**src/rtl/fetch_pkg.sv**
```systemverilog
// rtl/fetch_pkg.sv - shared types and constants for the instruction fetch unit
package fetch_pkg;

    localparam int INSTR_BYTES = 4;
    localparam int QUEUE_DEPTH = 2;

    typedef struct packed {
        logic [31:0] pc;
        logic [31:0] instr;
    } fetch_entry_t;

    function automatic logic [31:0] align_pc(input logic [31:0] addr);
        return {addr[31:2], 2'b00};
    endfunction

    // Wraps naturally at 2^32 because the result is truncated to 32 bits.
    function automatic logic [31:0] next_seq_pc(input logic [31:0] addr);
        return addr + 32'(INSTR_BYTES);
    endfunction

endpackage

```
**src/rtl/fetch_queue.sv**
```systemverilog
// rtl/fetch_queue.sv - two-entry {pc, instr} FIFO; slot0 is always the head
module fetch_queue
    import fetch_pkg::*;
(
    input  logic         clk,
    input  logic         reset,
    input  logic         push_i,
    input  logic         pop_i,
    input  logic         flush_i,
    input  fetch_entry_t push_entry_i,
    output fetch_entry_t head_o,
    output logic         full_o,
    output logic         empty_o
);

    fetch_entry_t slot0_q, slot0_d;
    fetch_entry_t slot1_q, slot1_d;
    logic [1:0]   count_q, count_d;
    logic         push_ok;
    logic         pop_ok;

    assign empty_o = (count_q == 2'd0);
    assign full_o  = (count_q == 2'(QUEUE_DEPTH));
    assign head_o  = slot0_q;

    assign pop_ok  = pop_i && !empty_o;
    assign push_ok = push_i && (!full_o || pop_ok);

    // Shift organisation keeps the head in a fixed slot, so it never moves unless popped.
    always_comb begin
        slot0_d = slot0_q;
        slot1_d = slot1_q;
        count_d = count_q;
        if (flush_i) begin
            count_d = 2'd0;
        end else if (push_ok && pop_ok) begin
            if (count_q == 2'd1) begin
                slot0_d = push_entry_i;
            end else begin
                slot0_d = slot1_q;
                slot1_d = push_entry_i;
            end
        end else if (pop_ok) begin
            slot0_d = slot1_q;
            count_d = count_q - 2'd1;
        end else if (push_ok) begin
            if (count_q == 2'd0) begin
                slot0_d = push_entry_i;
            end else begin
                slot1_d = push_entry_i;
            end
            count_d = count_q + 2'd1;
        end
    end

    always_ff @(posedge clk) begin
        if (reset) begin
            slot0_q <= '0;
            slot1_q <= '0;
            count_q <= 2'd0;
        end else begin
            slot0_q <= slot0_d;
            slot1_q <= slot1_d;
            count_q <= count_d;
        end
    end

endmodule

```
**src/rtl/fetch_unit.sv**
```systemverilog
// rtl/fetch_unit.sv - PC sequencing, redirect handling and fetch queue feed
// Optional out-of-range fetch fault is enabled by defining FETCH_RANGE_CHECK_EN.
module fetch_unit
    import fetch_pkg::*;
#(
    parameter logic [31:0] RESET_PC   = 32'h0000_0000,
    parameter int          IMEM_WORDS = 64
) (
    input  logic        clk,
    input  logic        reset,
    output logic [31:0] imem_addr,
    input  logic [31:0] imem_rd,
    input  logic        redirect_valid,
    input  logic [31:0] redirect_pc,
    output logic        out_valid,
    input  logic        out_ready,
    output logic [31:0] out_instr,
    output logic [31:0] out_pc,
    output logic        fault
);

    if (IMEM_WORDS < 1) begin : g_bad_imem_words
        $error("IMEM_WORDS must be at least 1");
    end

    logic [31:0]  pc_q, pc_d;
    logic         q_full;
    logic         q_empty;
    logic         pop;
    logic         push;
    logic         fetch_ok;
    fetch_entry_t push_entry;
    fetch_entry_t head_entry;

    assign imem_addr = pc_q;

`ifdef FETCH_RANGE_CHECK_EN
    localparam logic [32:0] IMEM_LIMIT = 33'(IMEM_WORDS * INSTR_BYTES);

    logic fault_q, fault_d;
    logic pc_in_range;

    assign pc_in_range = ({1'b0, pc_q} < IMEM_LIMIT);
    assign fetch_ok    = !fault_q && pc_in_range;
    assign fault       = fault_q;

    // Redirect is the only way out of a fault besides reset.
    always_comb begin
        fault_d = fault_q;
        if (redirect_valid) begin
            fault_d = 1'b0;
        end else if (!pc_in_range) begin
            fault_d = 1'b1;
        end
    end

    always_ff @(posedge clk) begin
        if (reset) begin
            fault_q <= 1'b0;
        end else begin
            fault_q <= fault_d;
        end
    end
`else
    assign fetch_ok = 1'b1;
    assign fault    = 1'b0;
`endif

    assign out_valid = !q_empty;
    assign out_instr = head_entry.instr;
    assign out_pc    = head_entry.pc;

    assign pop  = out_valid && out_ready;
    assign push = !redirect_valid && fetch_ok && (!q_full || pop);

    assign push_entry.pc    = pc_q;
    assign push_entry.instr = imem_rd;

    always_comb begin
        pc_d = pc_q;
        if (redirect_valid) begin
            pc_d = align_pc(redirect_pc);
        end else if (push) begin
            pc_d = next_seq_pc(pc_q);
        end
    end

    always_ff @(posedge clk) begin
        if (reset) begin
            pc_q <= RESET_PC;
        end else begin
            pc_q <= pc_d;
        end
    end

    fetch_queue u_queue (
        .clk          (clk),
        .reset        (reset),
        .push_i       (push),
        .pop_i        (pop),
        .flush_i      (redirect_valid),
        .push_entry_i (push_entry),
        .head_o       (head_entry),
        .full_o       (q_full),
        .empty_o      (q_empty)
    );

endmodule

```
**config.mk**
```make
export PLATFORM = sky130hd
export DESIGN_NAME = fetch_unit
export DESIGN_NICKNAME = d
export VERILOG_FILES = /design/src/rtl/fetch_pkg.sv /design/src/rtl/fetch_queue.sv /design/src/rtl/fetch_unit.sv
export SDC_FILE = /design/constraint.sdc
export NUM_CORES = 1
export LEC_CHECK = 0
export BUFFER_PORTS_ARGS = -buffer_cell sky130_fd_sc_hd__buf_2
export CORE_UTILIZATION = 53
export DETAILED_ROUTE_END_ITERATION = 12
export PLACE_DENSITY_LB_ADDON = 0.08
export SYNTH_ARGS = -nofsm -noshare
export SYNTH_HDL_FRONTEND = slang
export SYNTH_SLANG_ARGS = --single-unit
```
**constraint.sdc**
```tcl
create_clock -name clk -period 3.7 [get_ports clk]
set_clock_uncertainty 0.15 [all_clocks]
set_input_delay 0.185 -clock clk [delete_from_list [all_inputs] [get_ports clk]]
set_output_delay 0.185 -clock clk [all_outputs]
set_load 0.01 [all_outputs]
```
=== After elaboration in Yosys (flattened, before gate mapping) ===
Cells that the tools add are included.

* $add $sub $neg: 3
* Reduce and logical (&&, ||, !) cells: 20
* Mux-type cells: 14
* Bitwise operators: 2
* Equal/unequal tests: 5

{| class="wikitable"
|+ Operator list
! cell !! number
|-
| 64-bit two-way mux || 10
|-
| 32-bit two-way mux || 2
|-
| 32-bit by 3-bit adder with 32-bit output, second input constant || 1
|-
| 2-bit inequality test, second input constant || 3
|-
| 2-bit nonzero test || 3
|-
| 3-bit nonzero test || 2
|-
| 1-bit logical AND || 5
|-
| 5-bit AND reduction || 1
|-
| 2-bit two-way mux || 2
|-
| 1-bit zero test || 3
|-
| 3-bit AND reduction || 1
|-
| 2-bit by 1-bit adder with 2-bit output, second input constant || 1
|-
| 2-bit by 1-bit == test with 1-bit output, second input constant || 1
|-
| 2-bit == test, second input constant || 1
|-
| 2-bit zero test || 1
|-
| 1-bit logical OR || 2
|-
| 1-bit NOT || 2
|-
| 2-bit AND reduction || 1
|-
| 2-bit OR reduction || 1
|-
| 2-bit by 1-bit subtractor with 2-bit output, second input constant || 1
|}

* Output and inout bits: 98
* Bits of input ports: 68
* Register bits: 162
* Word-level logic and storage cells: 51

=== Logic depth before layout (Yosys ltp) ===
* Depth after elaboration: 9
* Mapped depth: 14
* Depth with buffers taken out: 12

=== By module ===
From an unflattened synthesis, not the netlist that was laid out.

* Cells, all modules: 780
* Area, all modules: 7661.1 sq um

{| class="wikitable"
|+ By module, submodules not included
! module !! cells an instance !! area each (sq um) !! instances !! sequential area each (sq um)
|-
| fetch_queue || 519 || 5581.6 || 1 || 2602.5
|-
| fetch_unit || 261 || 2079.5 || 1 || 600.6
|}

=== Least setup slack after synthesis ===
OpenSTA, ideal clock, no wires.

* Path type: reg-to-reg
* Start: register u_queue.count_q[0]
* End: register u_queue.slot0_q (netlist bit u_queue.head_o[12])
* Buffers on the path: 3
* Period minus slack after synthesis: 2.745 ns
* Arrival time: 2.457 ns
* Setup slack: 0.955 ns
* Required time: 3.413 ns
* Stages on the path, launching flop included: 12
* Library setup time: 0.137 ns
* Cells stage by stage: dfxtp_1 inv_1 ha_1 nand2b_1 buf_2 nand2_1 nand2_1 ha_1 nor3_1 clkbuf_1 buf_1 a211oi_1

* Cells in the longest elaborated chain, start to end: 9
* Elaborated cells on any way between the ends: 18
* Classes of those cells: 2 x eq/ne; 3 x mux; 13 x reduce/logical

{| class="wikitable"
|+ Ends and longest elaborated chain
! what !! RTL line !! source
|-
| start, declared || fetch_queue.sv:18 || <nowiki>logic [1:0] count_q, count_d;</nowiki>
|-
| start signal, assigned || fetch_queue.sv:64 || <nowiki>count_q <= count_d;</nowiki>
|-
| 2-bit zero test || fetch_queue.sv:22, fetch_queue.sv:47 ||
|-
| 1-bit zero test || fetch_queue.sv:26, fetch_unit.sv:69 ||
|-
| 1-bit logical AND || fetch_unit.sv:73 || <nowiki>assign pop = out_valid && out_ready;</nowiki>
|-
| 1-bit logical OR or 1-bit logical AND (tied branches) || fetch_unit.sv:74, fetch_queue.sv:26 ||
|-
| 1-bit logical AND or 1-bit logical OR (tied branches) || fetch_unit.sv:74, fetch_queue.sv:27 ||
|-
| 1-bit logical AND || fetch_queue.sv:27 || <nowiki>assign push_ok = push_i && (!full_o || pop_ok);</nowiki>
|-
| 1-bit logical AND || fetch_queue.sv:36 || <nowiki>end else if (push_ok && pop_ok) begin</nowiki>
|-
| 3-bit nonzero test (no source line) || -- ||
|-
| 3-bit AND reduction (no source line) || -- ||
|-
| end signal, assigned || fetch_queue.sv:62 || <nowiki>slot0_q <= slot0_d;</nowiki>
|-
| end, declared || fetch_queue.sv:16 || <nowiki>fetch_entry_t slot0_q, slot0_d;</nowiki>
|}

Several ways; a longest one is shown, not always the timed one.
A chain may end at the register's enable or synchronous reset.

=== Worst setup path in the final report ===
* Start: register u_queue.count_q[0]
* End: register pc_q[15], in the netlist imem_addr[15]

* Cells in the longest elaborated chain, start to end: 6
* Elaborated cells on any way between the ends: 8
* Classes of those cells: 1 x eq/ne; 7 x reduce/logical

{| class="wikitable"
|+ Ends and longest elaborated chain
! what !! RTL line !! source
|-
| 2-bit zero test || fetch_queue.sv:22 || <nowiki>assign empty_o = (count_q == 2'd0);</nowiki>
|-
| 1-bit zero test || fetch_unit.sv:69 || <nowiki>assign out_valid = !q_empty;</nowiki>
|-
| 1-bit logical AND || fetch_unit.sv:73 ||
|-
| 1-bit logical OR * || fetch_unit.sv:74 || <nowiki>assign push = !redirect_valid && fetch_ok && (!q_full || pop);</nowiki>
|-
| 1-bit logical AND * || fetch_unit.sv:74 ||
|-
| 2-bit nonzero test (no source line) * || -- ||
|-
| end signal, assigned || fetch_unit.sv:92 || <nowiki>pc_q <= pc_d;</nowiki>
|-
| end, declared || fetch_unit.sv:26 || <nowiki>logic [31:0] pc_q, pc_d;</nowiki>
|}

Mark *: on every way between the ends. The rest lies on a longest branch, timed or not.

==> run metrics <==
status complete, no violations; max-cap violation count 0; dominant cell by count in the synthesized netlist dfxtp_1; classification of the worst-slack hold path input port to flip-flop; R2R setup slack 450 ps; RSZ-0062 raised after global routing false; count of buffers added by post-CTS timing repair for setup 0; antenna violations before repair 0; GRT Util Overall 27.3%; Worst Hold Depth 5; via density per instance 5.40; width of the die 114 um; most instantiated cells after synthesis 156 x dfxtp_1, 138 x nand2_1, 97 x nor2_1, 85 x a211oi_1, 67 x a21oi_1; number of enable flip-flop cells after synthesis 0; post-CTS clock slew at the launch and capture registers of the worst setup and hold paths 60 ps; Max clock buf depth 2; overall die area 0.0131 sq mm; CP Launch Type flip-flop; Highest Clock Rate 308 MHz; hold_buf cts 66; worst reg-to-reg path cell count 9; terminus of the critical flop-to-flop path imem_addr[15]$_SDFFE_PP0P_; Layout Area Growth over Synthesis 32.2%; fraction of the yosys area taken by sequential cells 46.7%; Pre-Repair DR Iteration Count 8; Total Wirelength 17400 um; time the final worst path needs with I/O delays and setup 3250 ps; worst hold path startpoint out_ready; leakage power figure 3.52 nW; final total power 4.48 mW; synthesized instance count 776; 1st-iter DRT viols 461; Remaining DRCs 0; via count of the routed design 6186; post-cts resize count 0; area fraction of the dominant cell type after synthesis 46.7%; Final Cycle Share 87.8%; total I/O pin count 166; fraction of registers with async set/reset 0%; number of library cell types mapped by synthesis 41; TritonCTS clock tree built; hpwl dp 10200 um; height of the chip 114 um; antenna violation net count after detailed routing 0; Buffers on Ports 158; number of global-route vias before repair 5883; leading post-synthesis cells by cell area dfxtp_1 47%, a211oi_1 9.5%, mux2i_1 9.0%; wire length of the first global-routing pass 28000 um; number of rows created at floorplan 40; Syn Area/Cell 8.61 sq um; pwr/cell area 507 mW/mm^2; biggest fanout along the worst timing path 13; max_slew headroom 32.5%; maximum number of pins on one net before global-route repair 103; count of nets after finishing 1042; wire length per cell after detailed routing 15.2 um; level count of the clock H-tree 4; post-placement cell count 1050; worst flop-to-flop path startpoint u_queue.count_q[0]$_SDFFE_PP0P_; accumulated negative setup slack 0 ps; clock latency of the later-clocked register in the worst-skew pair 420 ps; number of hold violations in the final report 0; number of buffers added by the clock tree synthesis step 17; worst endpoint required time 3910 ps; prevailing post-synth register cell dfxtp_1; Setup crit end kind flip-flop; buffer type at the clock tree root clkbuf_16; Warnings, synthesis 0; share of layout cells above drive strength 1 21.0%; slew at the pin closest to its max-slew limit 1010 ps; RePlAce Congestion 0.752; Synth area leader dfxtp_1; antenna cells 0; non-filler instance count after layout 1146; remaining global-route overflow 0; register bit count reported by yosys 156; area of the placeable core 0.0122 sq mm; pre-CTS setup slack 487 ps; worst hold path endpoint imem_addr[3]$_SDFFE_PP0P_; Worst Slack Setup Final 451 ps; starting utilization of the core area 54.9%; worst path arrival time 3460 ps; Num Clock Sinks 156; Crit Path Category flip-flop to flip-flop; final setup fails 0; Final Max Tran Viols 0; peak ir drop on the vdd network 303 uV; netlist area before placement 0.00668 sq mm
flip-flops by register name (all words and copies together), names as in the netlist:
register         flops
u_queue.slot1_q     62
imem_addr           30
u_queue.head_o      62
u_queue.count_q      2
area by class of cell:
class | instances | area (sq um)
inverters | 10 | 37.5
well taps | 168 | 210
clock inverters | 7 | 138
fillers | 963 | 3330
repair buffers | 235 | 1590
flip-flops and latches | 156 | 3120
multi-input cells | 547 | 3260
clock buffers | 23 | 478
per-stage QoR:
step                      cell area (sq um)  hold WS [ps]  utilization, %
after floorplan                        6700           171               -
after global placement                 7560           285            62.1
after detailed placement               7560           281            62.1
after CTS                              8830           130            72.6
after global routing                   8830           210            72.6
final                                  8830           132            72.6
power by group:
group,switching (mW),internal [mW],total [mW]
clock,0.654,1.17,1.83
combinational,0.421,0.325,0.746
sequential,0.0962,1.81,1.91
total,1.17,3.31,4.48
worst max-delay path: stages (launching register included):
cell and delay (ps):
dfxtp_1 380, inv_1 80, ha_1 240, nand2b_1 160
buf_4 180, a21oi_2 640, nand2_1 240, o31a_1 290
a221oi_1 260, dlygate4sd3_1 590
cell usage in the layout, fill, tap and decap left out, drive strengths merged, types with 2 or more instances in the layout:
cell type | netlist | final
and3 | 6 | 6
nand2 | 138 | 138
nand3b | 2 | 2
xnor2 | 4 | 4
bufinv | 0 | 4
a2111oi | 2 | 2
a21oi | 68 | 68
clkbuf | 43 | 23
inv | 10 | 9
nor3 | 2 | 2
nor2 | 97 | 97
conb | 1 | 5
xor2 | 23 | 23
and4 | 2 | 2
nand2b | 2 | 2
dfxtp | 156 | 156
buf | 24 | 169
o21ai | 3 | 3
a311oi | 4 | 4
dlygate4sd3 | 0 | 66
nand3 | 13 | 13
mux2i | 60 | 60
ha | 7 | 7
nand4 | 13 | 13
a211oi | 85 | 85
clkinv | 0 | 3
logic make-up (layout without fill, tap and decap cells):
family	Yosys count	count (layout)	share of synthesized area, %
AO/OA/AOI/OAI	167	167	16.3
XOR/XNOR	27	27	3.54
adder cells (fa/ha/maj)	7	7	1.31
buffers and inverters	77	275	5.15
flip-flops	156	156	46.7
multiplexers	60	60	8.99
other	1	5	0.0561
AND/OR/NAND/NOR	281	281	17.9
per-layer routing:
metal | part of all wire [%] | GRT usage, % | routed length (um)
met4 | 2.1 | 11.6 | 368
met2 | 50 | 47.9 | 8620
met1 | 43 | 31.9 | 7420
met3 | 5.5 | 6.25 | 958
met5 | 0 | 0 | 0
worst max path at each step:
stage / from / end / slack [ps]
global placement: u_queue.count_q[0]$_SDFFE_PP0P_ / u_queue.slot1_q[22]$_SDFFE_PP0P_ / 600
finish: u_queue.count_q[0]$_SDFFE_PP0P_ / imem_addr[15]$_SDFFE_PP0P_ / 450
global route: u_queue.count_q[0]$_SDFFE_PP0P_ / u_queue.slot1_q[3]$_SDFFE_PP0P_ / 160
floorplan: u_queue.count_q[0]$_SDFFE_PP0P_ / u_queue.head_o[12]$_SDFFE_PP0P_ / 960
CTS: u_queue.count_q[0]$_SDFFE_PP0P_ / u_queue.head_o[51]$_SDFFE_PP0P_ / 440
detailed placement: u_queue.count_q[0]$_SDFFE_PP0P_ / u_queue.slot1_q[21]$_SDFFE_PP0P_ / 490
Note: power is estimated with default switching activity, not from simulation.
